## src/rtl/mem_arbiter.sv

```systemverilog
// rtl/mem_arbiter.sv - two-port round-robin arbiter for the shared program/data memory
module mem_arbiter #(
  parameter int AWIDTH = 5,
  parameter int DWIDTH = 8
) (
  input  logic              clk,
  input  logic              rst_,
  input  logic              cpu_req,
  input  logic              cpu_wr,
  input  logic [AWIDTH-1:0] cpu_addr,
  input  logic [DWIDTH-1:0] cpu_wdata,
  output logic              cpu_gnt,
  output logic              cpu_done,
  input  logic              ldr_req,
  input  logic              ldr_wr,
  input  logic [AWIDTH-1:0] ldr_addr,
  input  logic [DWIDTH-1:0] ldr_wdata,
  output logic              ldr_gnt,
  output logic              ldr_done,
  output logic [DWIDTH-1:0] rdata,
  output logic              busy,
  output logic [AWIDTH-1:0] mem_addr,
  output logic [DWIDTH-1:0] mem_wdata,
  output logic              mem_rd,
  output logic              mem_wr,
  input  logic [DWIDTH-1:0] mem_rdata
);

  typedef enum logic [1:0] {
    IDLE     = 2'd0,
    ACCESS   = 2'd1,
    COMPLETE = 2'd2
  } state_t;

  state_t            state;
  logic              last;      // 1 = loader won the most recent arbitration
  logic              owner;     // 1 = loader owns the in-flight command
  logic              cmd_wr;
  logic [AWIDTH-1:0] cmd_addr;
  logic [DWIDTH-1:0] cmd_wdata;

  logic              arb_en;
  logic              accept;
  logic              sel_wr;
  logic [AWIDTH-1:0] sel_addr;
  logic [DWIDTH-1:0] sel_wdata;

  // Grants are only offered outside the strobe cycle; on a tie the port that
  // did not win last time goes first.
  assign arb_en  = (state != ACCESS);
  assign cpu_gnt = arb_en & cpu_req & (~ldr_req | last);
  assign ldr_gnt = arb_en & ldr_req & (~cpu_req | ~last);
  assign accept  = cpu_gnt | ldr_gnt;

  assign sel_wr    = ldr_gnt ? ldr_wr    : cpu_wr;
  assign sel_addr  = ldr_gnt ? ldr_addr  : cpu_addr;
  assign sel_wdata = ldr_gnt ? ldr_wdata : cpu_wdata;

  // Address and write data come straight from the latched command.
  assign mem_addr  = cmd_addr;
  assign mem_wdata = cmd_wdata;

  // Control FSM: latch the winner, strobe for one cycle, capture data, pulse done.
  always_ff @(posedge clk or negedge rst_) begin
    if (!rst_) begin
      state     <= IDLE;
      last      <= 1'b1;
      owner     <= 1'b0;
      cmd_wr    <= 1'b0;
      cmd_addr  <= '0;
      cmd_wdata <= '0;
      cpu_done  <= 1'b0;
      ldr_done  <= 1'b0;
      rdata     <= '0;
      busy      <= 1'b0;
      mem_rd    <= 1'b0;
      mem_wr    <= 1'b0;
    end else begin
      cpu_done <= 1'b0;
      ldr_done <= 1'b0;
      mem_rd   <= 1'b0;
      mem_wr   <= 1'b0;

      if (state == COMPLETE) begin
        cpu_done <= ~owner;
        ldr_done <= owner;
        if (!cmd_wr) begin
          rdata <= mem_rdata;
        end
      end

      if (accept) begin
        owner     <= ldr_gnt;
        last      <= ldr_gnt;
        cmd_wr    <= sel_wr;
        cmd_addr  <= sel_addr;
        cmd_wdata <= sel_wdata;
        mem_rd    <= ~sel_wr;
        mem_wr    <= sel_wr;
        busy      <= 1'b1;
        state     <= ACCESS;
      end else if (state == ACCESS) begin
        busy  <= 1'b1;
        state <= COMPLETE;
      end else begin
        busy  <= 1'b0;
        state <= IDLE;
      end
    end
  end

endmodule

```

## config.mk

```make
export PLATFORM = sky130hd
export DESIGN_NAME = mem_arbiter
export DESIGN_NICKNAME = d
export VERILOG_FILES = /design/src/rtl/mem_arbiter.sv
export SDC_FILE = /design/constraint.sdc
export NUM_CORES = 1
export LEC_CHECK = 0
export CAP_MARGIN = 20
export CORE_ASPECT_RATIO = 1.25
export CORE_UTILIZATION = 34
export CTS_BUF_LIST = sky130_fd_sc_hd__clkbuf_16
export DETAILED_ROUTE_END_ITERATION = 7
export PLACE_DENSITY = 0.69
export SLEW_MARGIN = 20
export SYNTH_ARGS = -nofsm -noshare
export SYNTH_HDL_FRONTEND = slang
export SYNTH_SLANG_ARGS = --single-unit
```

## constraint.sdc

```tcl
create_clock -name clk -period 1.7 [get_ports clk]
set_clock_uncertainty 0.15 [all_clocks]
set_input_delay 0.255 -clock clk [delete_from_list [all_inputs] [get_ports clk]]
set_output_delay 0.255 -clock clk [all_outputs]
set_load 0.005 [all_outputs]
```

==> results_tabular.tex, run 1 <==
\begin{tabular}{lr}
\hline
Metric & Value \\
\hline
\multicolumn{2}{l}{\textbf{Status}} \\
Run status & finished clean \\
\multicolumn{2}{l}{\textbf{Timing}} \\
Unrepaired setup endpoints after global routing & false \\
Min Tclk post-route & 1.65 ns \\
Final period util & about 97\% \\
Worst Max-Slew Pin Slew & 0.412 ns \\
Fmax achieved & 608 MHz \\
Setup violation total in the final timing report & 0 \\
Setup TNS & 0 ns \\
Max-slew headroom & 72.5\% \\
Final hold viol count & 0 \\
Number of max-slew violations in the final report & 0 \\
Post-route worst hold slack & 0.108 ns \\
\multicolumn{2}{l}{\textbf{Power and ir drop}} \\
Pwr Density & 1600 nW/um\^{}2 \\
Portion of total power attributed to sequential cells & 33.3\% \\
Sw Ratio & 30.1\% \\
Portion of total power attributed to the clock network & 20.6\% \\
VDD IR-drop max & 0.000888 V \\
Combinational Power Share & a little under half \\
Total internal power & 2.69 mW \\
Net switching power of the design & roughly 1.2 mW \\
Leakage power total & 1.03 nW \\
\multicolumn{2}{l}{\textbf{Synth}} \\
Number of synthesized register bits & 31 \\
Yosys cell types & 30 \\
Synthesized area divided by synthesized cell count & 11.2 sq um \\
Post-synthesis instance total & 128 \\
Syn\_nets & 168 \\
Number of warnings issued by yosys & 0 \\
Sequential area share after synthesis & 54.1\% \\
Syn Std Cell Area & 1440 sq um \\
\multicolumn{2}{l}{\textbf{CTS}} \\
Maximum buffer depth of the clock tree & 2 \\
Hold-fix buffer count after cts & 0 \\
Clock tree from TritonCTS & done \\
Skew-Pair Late Insertion Delay & about 0.26 ns \\
Clock Pin Slew Worst Setup and Hold Paths & 0.05 ns \\
CTS Root Buffer Type & sky130\_fd\_sc\_hd\_\_clkbuf\_16 \\
Count of H-tree levels built during CTS & 2 \\
Num CTS Buffers & 5 \\
Number of clock sinks seen by CTS & 31 \\
\multicolumn{2}{l}{\textbf{Worst hold path}} \\
Hold/Removal Path Class & input port to asynchronous set/reset pin \\
\multicolumn{2}{l}{\textbf{Routing}} \\
Number of vias per cell & 4.94 \\
Number of violations reported at the end of detailed-routing iteration 0 & 36 \\
Number of nets still failing antenna checks after routing & 0 \\
Final WL & 3770 microns \\
Post-route DRC & 0 \\
Pre-antenna DRT Iters & 4 \\
Wire per inst & 14.1 microns \\
Total number of vias & 1,319 \\
\multicolumn{2}{l}{\textbf{Floorplanning}} \\
Placeable core region & 4070 sq um \\
Number of standard-cell rows in the floorplan & 26 \\
Die boundary width & 60.1 microns \\
I/O pin count & 68 \\
Floorplan die area & around 4500 sq um \\
Starting Density & 35.3\% \\
Vertical extent of the die & 74.7 microns \\
\multicolumn{2}{l}{\textbf{Layout}} \\
Commonest non-fill, non-tap cell in the layout & sky130\_fd\_sc\_hd\_\_clkdlybuf4s50\_1 \\
Count of inserted antenna diode cells & 0 \\
Fraction of final layout cells sized beyond drive strength 1 & 23.2\% \\
Relative area change from synthesis to final layout & 67.7\% \\
Fin util & 59.2\% \\
Most used cells in the layout excluding fill and tap cells & sky130\_fd\_sc\_hd\_\_clkdlybuf4s50\_1, sky130\_fd\_sc\_hd\_\_dfrtp\_1, sky130\_fd\_sc\_hd\_\_buf\_4 \\
Final \#Nets & approximately 250 \\
\multicolumn{2}{l}{\textbf{Job}} \\
Max-capacitance violation count & 0 \\
\multicolumn{2}{l}{\textbf{Place}} \\
Global placement routability congestion & about 0.87 \\
Total half-perimeter wirelength after legalization and detailed placement & 2910 microns \\
PortBufs & 67 \\
\multicolumn{2}{l}{\textbf{Setup path}} \\
Setup Crit Path Kind & flip-flop to output pin \\
CP Data Arrival Time & 1.24 ns \\
Startpoint type of the worst setup path & flip-flop \\
Largest fanout on the critical path & 2 \\
Critical path endpoint category & output pin \\
WP data required & 1.29 ns \\
\multicolumn{2}{l}{\textbf{GRT}} \\
Number of antenna violations at the first check in global routing & 0 \\
Final global-route overflow total & 0 \\
Vias in the first global route & around 1,400 \\
Global-route wire length before repair & 6000 microns \\
Pin count of the biggest net entering global routing & 16 \\
Overall global routing resource usage & 18.1\% \\
\hline
\end{tabular}
==> final timing paths <==
check / start / cells after the start / slack (ns) / endpoint
worst max-delay path: last / 3 / 0.05 / ldr_gnt
min in group clk: owner / 1 / 0.32 / cpu_done
worst min-delay path: rst_ / 1 / 0.11 / ldr_done
max in group asynchronous: rst_ / 2 / 0.78 / mem_addr[0]
worst min register to register: owner / 1 / 0.32 / cpu_done
worst max register to register: last / 4 / 0.07 / mem_wdata[1]
==> cells by family (layout without fill, tap and decap cells) <==
| kind of cell | Yosys count | after routing | synth area share [%] |
|---|---|---|---|
| AO/OA/AOI/OAI | 36 | 36 | 21.3 |
| flip-flops | 31 | 31 | 54.1 |
| buffers and inverters | 28 | 111 | 8.45 |
| AND/OR/NAND/NOR | 25 | 25 | 9.93 |
| multiplexers | 8 | 8 | 6.27 |
==> worst max-delay path, cell delays in order, from the launching register on <==
cell and delay, ns:
sky130_fd_sc_hd__dfstp_2 0.53, sky130_fd_sc_hd__nand2_2 0.06, sky130_fd_sc_hd__and3_4 0.18, sky130_fd_sc_hd__clkdlybuf4s15_1 0.20
==> synth_stat cells <==
cell type	number	area, sq um
sky130_fd_sc_hd__dfrtp_1	30	751
sky130_fd_sc_hd__inv_1	18	67.6
sky130_fd_sc_hd__nand4_1	13	81.3
sky130_fd_sc_hd__o21ai_0	13	65.1
sky130_fd_sc_hd__mux2_2	8	90.1
sky130_fd_sc_hd__o311ai_2	8	130
sky130_fd_sc_hd__buf_2	4	20.0
sky130_fd_sc_hd__o311ai_0	4	35.0
sky130_fd_sc_hd__a21oi_1	3	15.0
sky130_fd_sc_hd__clkbuf_1	3	11.3
sky130_fd_sc_hd__nor2_1	3	11.3
sky130_fd_sc_hd__nand2_1	2	7.51
sky130_fd_sc_hd__nand2b_1	2	12.5
sky130_fd_sc_hd__a211oi_1	1	7.51
sky130_fd_sc_hd__a21boi_0	1	7.51
sky130_fd_sc_hd__a21o_1	1	7.51
sky130_fd_sc_hd__a2bb2oi_1	1	8.76
sky130_fd_sc_hd__a31o_2	1	8.76
sky130_fd_sc_hd__a31oi_1	1	6.26
sky130_fd_sc_hd__and2_1	1	6.26
sky130_fd_sc_hd__and3_1	1	6.26
sky130_fd_sc_hd__buf_1	1	3.75
sky130_fd_sc_hd__buf_4	1	7.51
sky130_fd_sc_hd__buf_6	1	11.3
sky130_fd_sc_hd__dfstp_2	1	26.3
sky130_fd_sc_hd__nand2_2	1	6.26
sky130_fd_sc_hd__nand3_1	1	5.00
sky130_fd_sc_hd__nor2_2	1	6.26
sky130_fd_sc_hd__o21ai_1	1	5.00
sky130_fd_sc_hd__o311ai_1	1	8.76
==> per-stage QoR <==
stage          power [mW]  instance area (sq um)  std cells  setup slack (ns)
6_report             3.85                   2410        267            0.0540
5_1_grt              4.10                   2410        267           0.00335
4_1_cts              3.89                   2410        267            0.0290
3_5_place_dp         3.04                   2260        259            -0.319
3_3_place_gp         2.98                   2260        259            -0.255
2_1_floorplan        2.04                   1440        128             0.154
==> sequential cells by signal, indices dropped and copies added (netlist names) <==
register	cells
state	2
mem_addr	5
ldr_done	1
cmd_wr	1
cpu_done	1
busy	1
last	1
rdata	8
mem_rd	1
mem_wr	1
mem_wdata	8
owner	1
==> power by group through the flow <==
| stage | sequential, mW | clock (mW) | combinational [mW] |
|---|---|---|---|
| 6_report | 1.28 | 0.792 | 1.78 |
| 5_1_grt | 1.32 | 0.839 | 1.94 |
| 4_1_cts | 1.28 | 0.812 | 1.80 |
| 3_5_place_dp | 1.30 | 0 | 1.74 |
| 3_3_place_gp | 1.28 | 0 | 1.70 |
| 2_1_floorplan | 1.30 | 0 | 0.749 |
==> cell type report <==
cell class	count	area, sq um
fill	347	1660
clock inverter	2	8.76
timing repair buffer	86	806
clock buffer	5	125
inverter	18	67.6
tap	56	70.1
sequential	31	777
multi-input combinational	69	554
==> metal layers <==
metal | track usage [%] | routed length [microns] | share of wire (%) | vias up
li1 | - | - | - | 627
met1 | 21.0 | 1500 | 40 | 629
met2 | 32.2 | 2020 | 54 | 58
met3 | 3.44 | 197 | 5.2 | 5
met4 | 7.75 | 45 | 1.2 | 0
met5 | 0 | 0 | 0 | -
==> timing repair <==
item / CTS / global route
setup buffers: 1 / 0
setup endpoints to repair: 3 / 0
resized for setup: 12 / 0
Power figures use the tool's default switching activity.
==> run 2: changes to the inputs <==
--- a/config.mk
+++ b/config.mk
@@ -7,10 +7,10 @@
 export LEC_CHECK = 0
 export CAP_MARGIN = 20
 export CORE_ASPECT_RATIO = 1.25
-export CORE_UTILIZATION = 34
+export CORE_UTILIZATION = 40
 export CTS_BUF_LIST = sky130_fd_sc_hd__clkbuf_16
 export DETAILED_ROUTE_END_ITERATION = 7
-export PLACE_DENSITY = 0.69
+export PLACE_DENSITY = 0.79
 export SLEW_MARGIN = 20
 export SYNTH_ARGS = -nofsm -noshare
 export SYNTH_HDL_FRONTEND = slang
==> results_tabular.tex, run 2 (synthesized netlist as in run 1, its figures left out) <==
\begin{tabular}{lr}
\hline
Metric & Value \\
\hline
\multicolumn{2}{l}{\textbf{Worst hold path}} \\
Hold/Removal Path Class & input port to asynchronous set/reset pin \\
\multicolumn{2}{l}{\textbf{GRT}} \\
Global-route track usage on met2 & 41.6\% \\
Final global-route overflow total & 0 \\
Number of antenna violations at the first check in global routing & 0 \\
M1 GR Usage & 22.8\% \\
Global-route wire length before repair & around 6500 microns \\
Met3 global-route usage & 6.19\% \\
Overall global routing resource usage & 22.3\% \\
Vias in the first global route & 1,411 \\
Pin count of the biggest net entering global routing & 32 \\
GR peak layer & met2 \\
\multicolumn{2}{l}{\textbf{CTS}} \\
Clock Pin Slew Worst Setup and Hold Paths & 0.05 ns \\
Count of H-tree levels built during CTS & 2 \\
Skew-Pair Late Insertion Delay & 0.28 ns \\
CTS Root Buffer Type & sky130\_fd\_sc\_hd\_\_clkbuf\_16 \\
Hold-fix buffer count after cts & 0 \\
Number of clock sinks seen by CTS & 31 \\
Num CTS Buffers & 5 \\
Maximum buffer depth of the clock tree & 2 \\
Clock tree from TritonCTS & done \\
\multicolumn{2}{l}{\textbf{Place}} \\
Global placement routability congestion & 0.769 \\
Total half-perimeter wirelength after legalization and detailed placement & roughly 2900 microns \\
PortBufs & 67 \\
\multicolumn{2}{l}{\textbf{Layout}} \\
Fraction of final layout cells sized beyond drive strength 1 & 21.0\% \\
Count of inserted antenna diode cells & 0 \\
Most used cells in the layout excluding fill and tap cells & sky130\_fd\_sc\_hd\_\_clkdlybuf4s50\_1, sky130\_fd\_sc\_hd\_\_dfrtp\_1, sky130\_fd\_sc\_hd\_\_inv\_1 \\
Fill cell count & between 200 and 300 \\
Final \#Nets & about 250 \\
Fin util & 68.1\% \\
Relative area change from synthesis to final layout & 63.7\% \\
Commonest non-fill, non-tap cell in the layout & sky130\_fd\_sc\_hd\_\_clkdlybuf4s50\_1 \\
\multicolumn{2}{l}{\textbf{Timing}} \\
Min Tclk post-route & 1.65 ns \\
Final hold viol count & 0 \\
Max-slew headroom & 74.3\% \\
Fmax achieved & 605 MHz \\
Number of max-slew violations in the final report & 0 \\
Final period util & 97.3\% \\
Setup violation total in the final timing report & 0 \\
Worst Max-Slew Pin Slew & 0.385 ns \\
\multicolumn{2}{l}{\textbf{Setup path}} \\
Setup Crit Path Kind & flip-flop to output pin \\
Critical path endpoint category & output pin \\
Startpoint type of the worst setup path & flip-flop \\
WP data required & between 1 and 1.5 ns \\
Largest fanout on the critical path & 3 \\
CP Data Arrival Time & 1.25 ns \\
Worst-case reg-to-reg path depth & 5 \\
\multicolumn{2}{l}{\textbf{Power and ir drop}} \\
Total chip power & 3.89 mW \\
Pwr Density & 1660 nW/um\^{}2 \\
VDD IR-drop max & 0.00106 V \\
Leakage power total & 0.996 nW \\
\multicolumn{2}{l}{\textbf{Routing}} \\
Final WL & 3980 microns \\
Pre-antenna DRT Iters & 4 \\
Number of nets still failing antenna checks after routing & 0 \\
Total number of vias & 1,338 \\
Number of violations reported at the end of detailed-routing iteration 0 & 33 \\
Post-route DRC & 0 \\
Wire per inst & 16.3 microns \\
Number of vias per cell & 5.48 \\
\multicolumn{2}{l}{\textbf{Floorplanning}} \\
Die boundary width & $\sim$56 microns \\
Number of standard-cell rows in the floorplan & 24 \\
I/O pin count & around 70 \\
Placeable core region & roughly 3500 sq um \\
Floorplan die area & between 3000 and 4000 sq um \\
Starting Density & 41.6\% \\
Vertical extent of the die & 69 microns \\
\multicolumn{2}{l}{\textbf{Status}} \\
Run status & finished clean \\
\multicolumn{2}{l}{\textbf{Job}} \\
Max-capacitance violation count & 0 \\
\hline
\end{tabular}
[run 2: power breakdown]
group | switching [mW] | internal, mW
clock network | 0.296 | 0.524
logic | 0.745 | 1.04
registers | 0.188 | 1.10
total | 1.23 | 2.66
[run 2: repair_timing]
item,CTS,global route
gates cloned,0,1
resized for setup,6,10
endpoints found under the hold margin,0,0
setup buffers,0,0
setup endpoints to repair,7,17
pin swaps,0,0
[run 2: layer usage]
metal	vias to the layer above	routed length (microns)	part of all wire, %
met5	-	0	0
met4	0	62	1.6
met3	6	225	5.7
met2	55	2240	56
met1	657	1450	37
li1	620	-	-
[run 2: path summary, 6_finish.rpt]
path,end,start,slack (ns)
worst max-delay path,cpu_gnt,last,0.05
worst min-delay path,mem_wr,rst_,0.23
worst max register to register,cmd_wr,state[1],0.05
worst min register to register,cpu_done,owner,0.32
max in group asynchronous,last,rst_,0.85
min in group clk,last,cpu_req,0.27
[run 2: layout make-up]
type                            count  area, sq um  area share (%)
Sequential cell                    31          777            33.0
Tap cell                           39         48.8            2.08
Timing Repair inverter              1         7.51           0.319
Multi-Input combinational cell     69          551            23.4
Clock inverter                      2         8.76           0.373
Timing Repair Buffer               79          762            32.4
Clock buffer                        5          125            5.32
Inverter                           18         71.3            3.03
[run 2: critical path, stage by stage, from the launching register on]
cell and delay [ns]:
sky130_fd_sc_hd__dfstp_2 0.55, sky130_fd_sc_hd__inv_1 0.04, sky130_fd_sc_hd__a21oi_1 0.16, sky130_fd_sc_hd__clkdlybuf4s15_1 0.22
[run 2: per-stage QoR]
| stage | cells | setup TNS (ns) | worst slack (ns) | area (sq um) | hold slack (ns) |
|---|---|---|---|---|---|
| after floorplan | 128 | 0 | 0.154 | 1440 | -0.191 |
| final | 244 | 0 | 0.0462 | 2350 | 0.230 |
| after global placement | 236 | -2.56 | -0.289 | 2190 | 0.303 |
| after global routing | 244 | -0.00630 | -0.00443 | 2350 | 0.279 |
| after detailed placement | 236 | -3.11 | -0.293 | 2190 | 0.315 |
| after CTS | 243 | 0 | 0.00535 | 2340 | 0.241 |
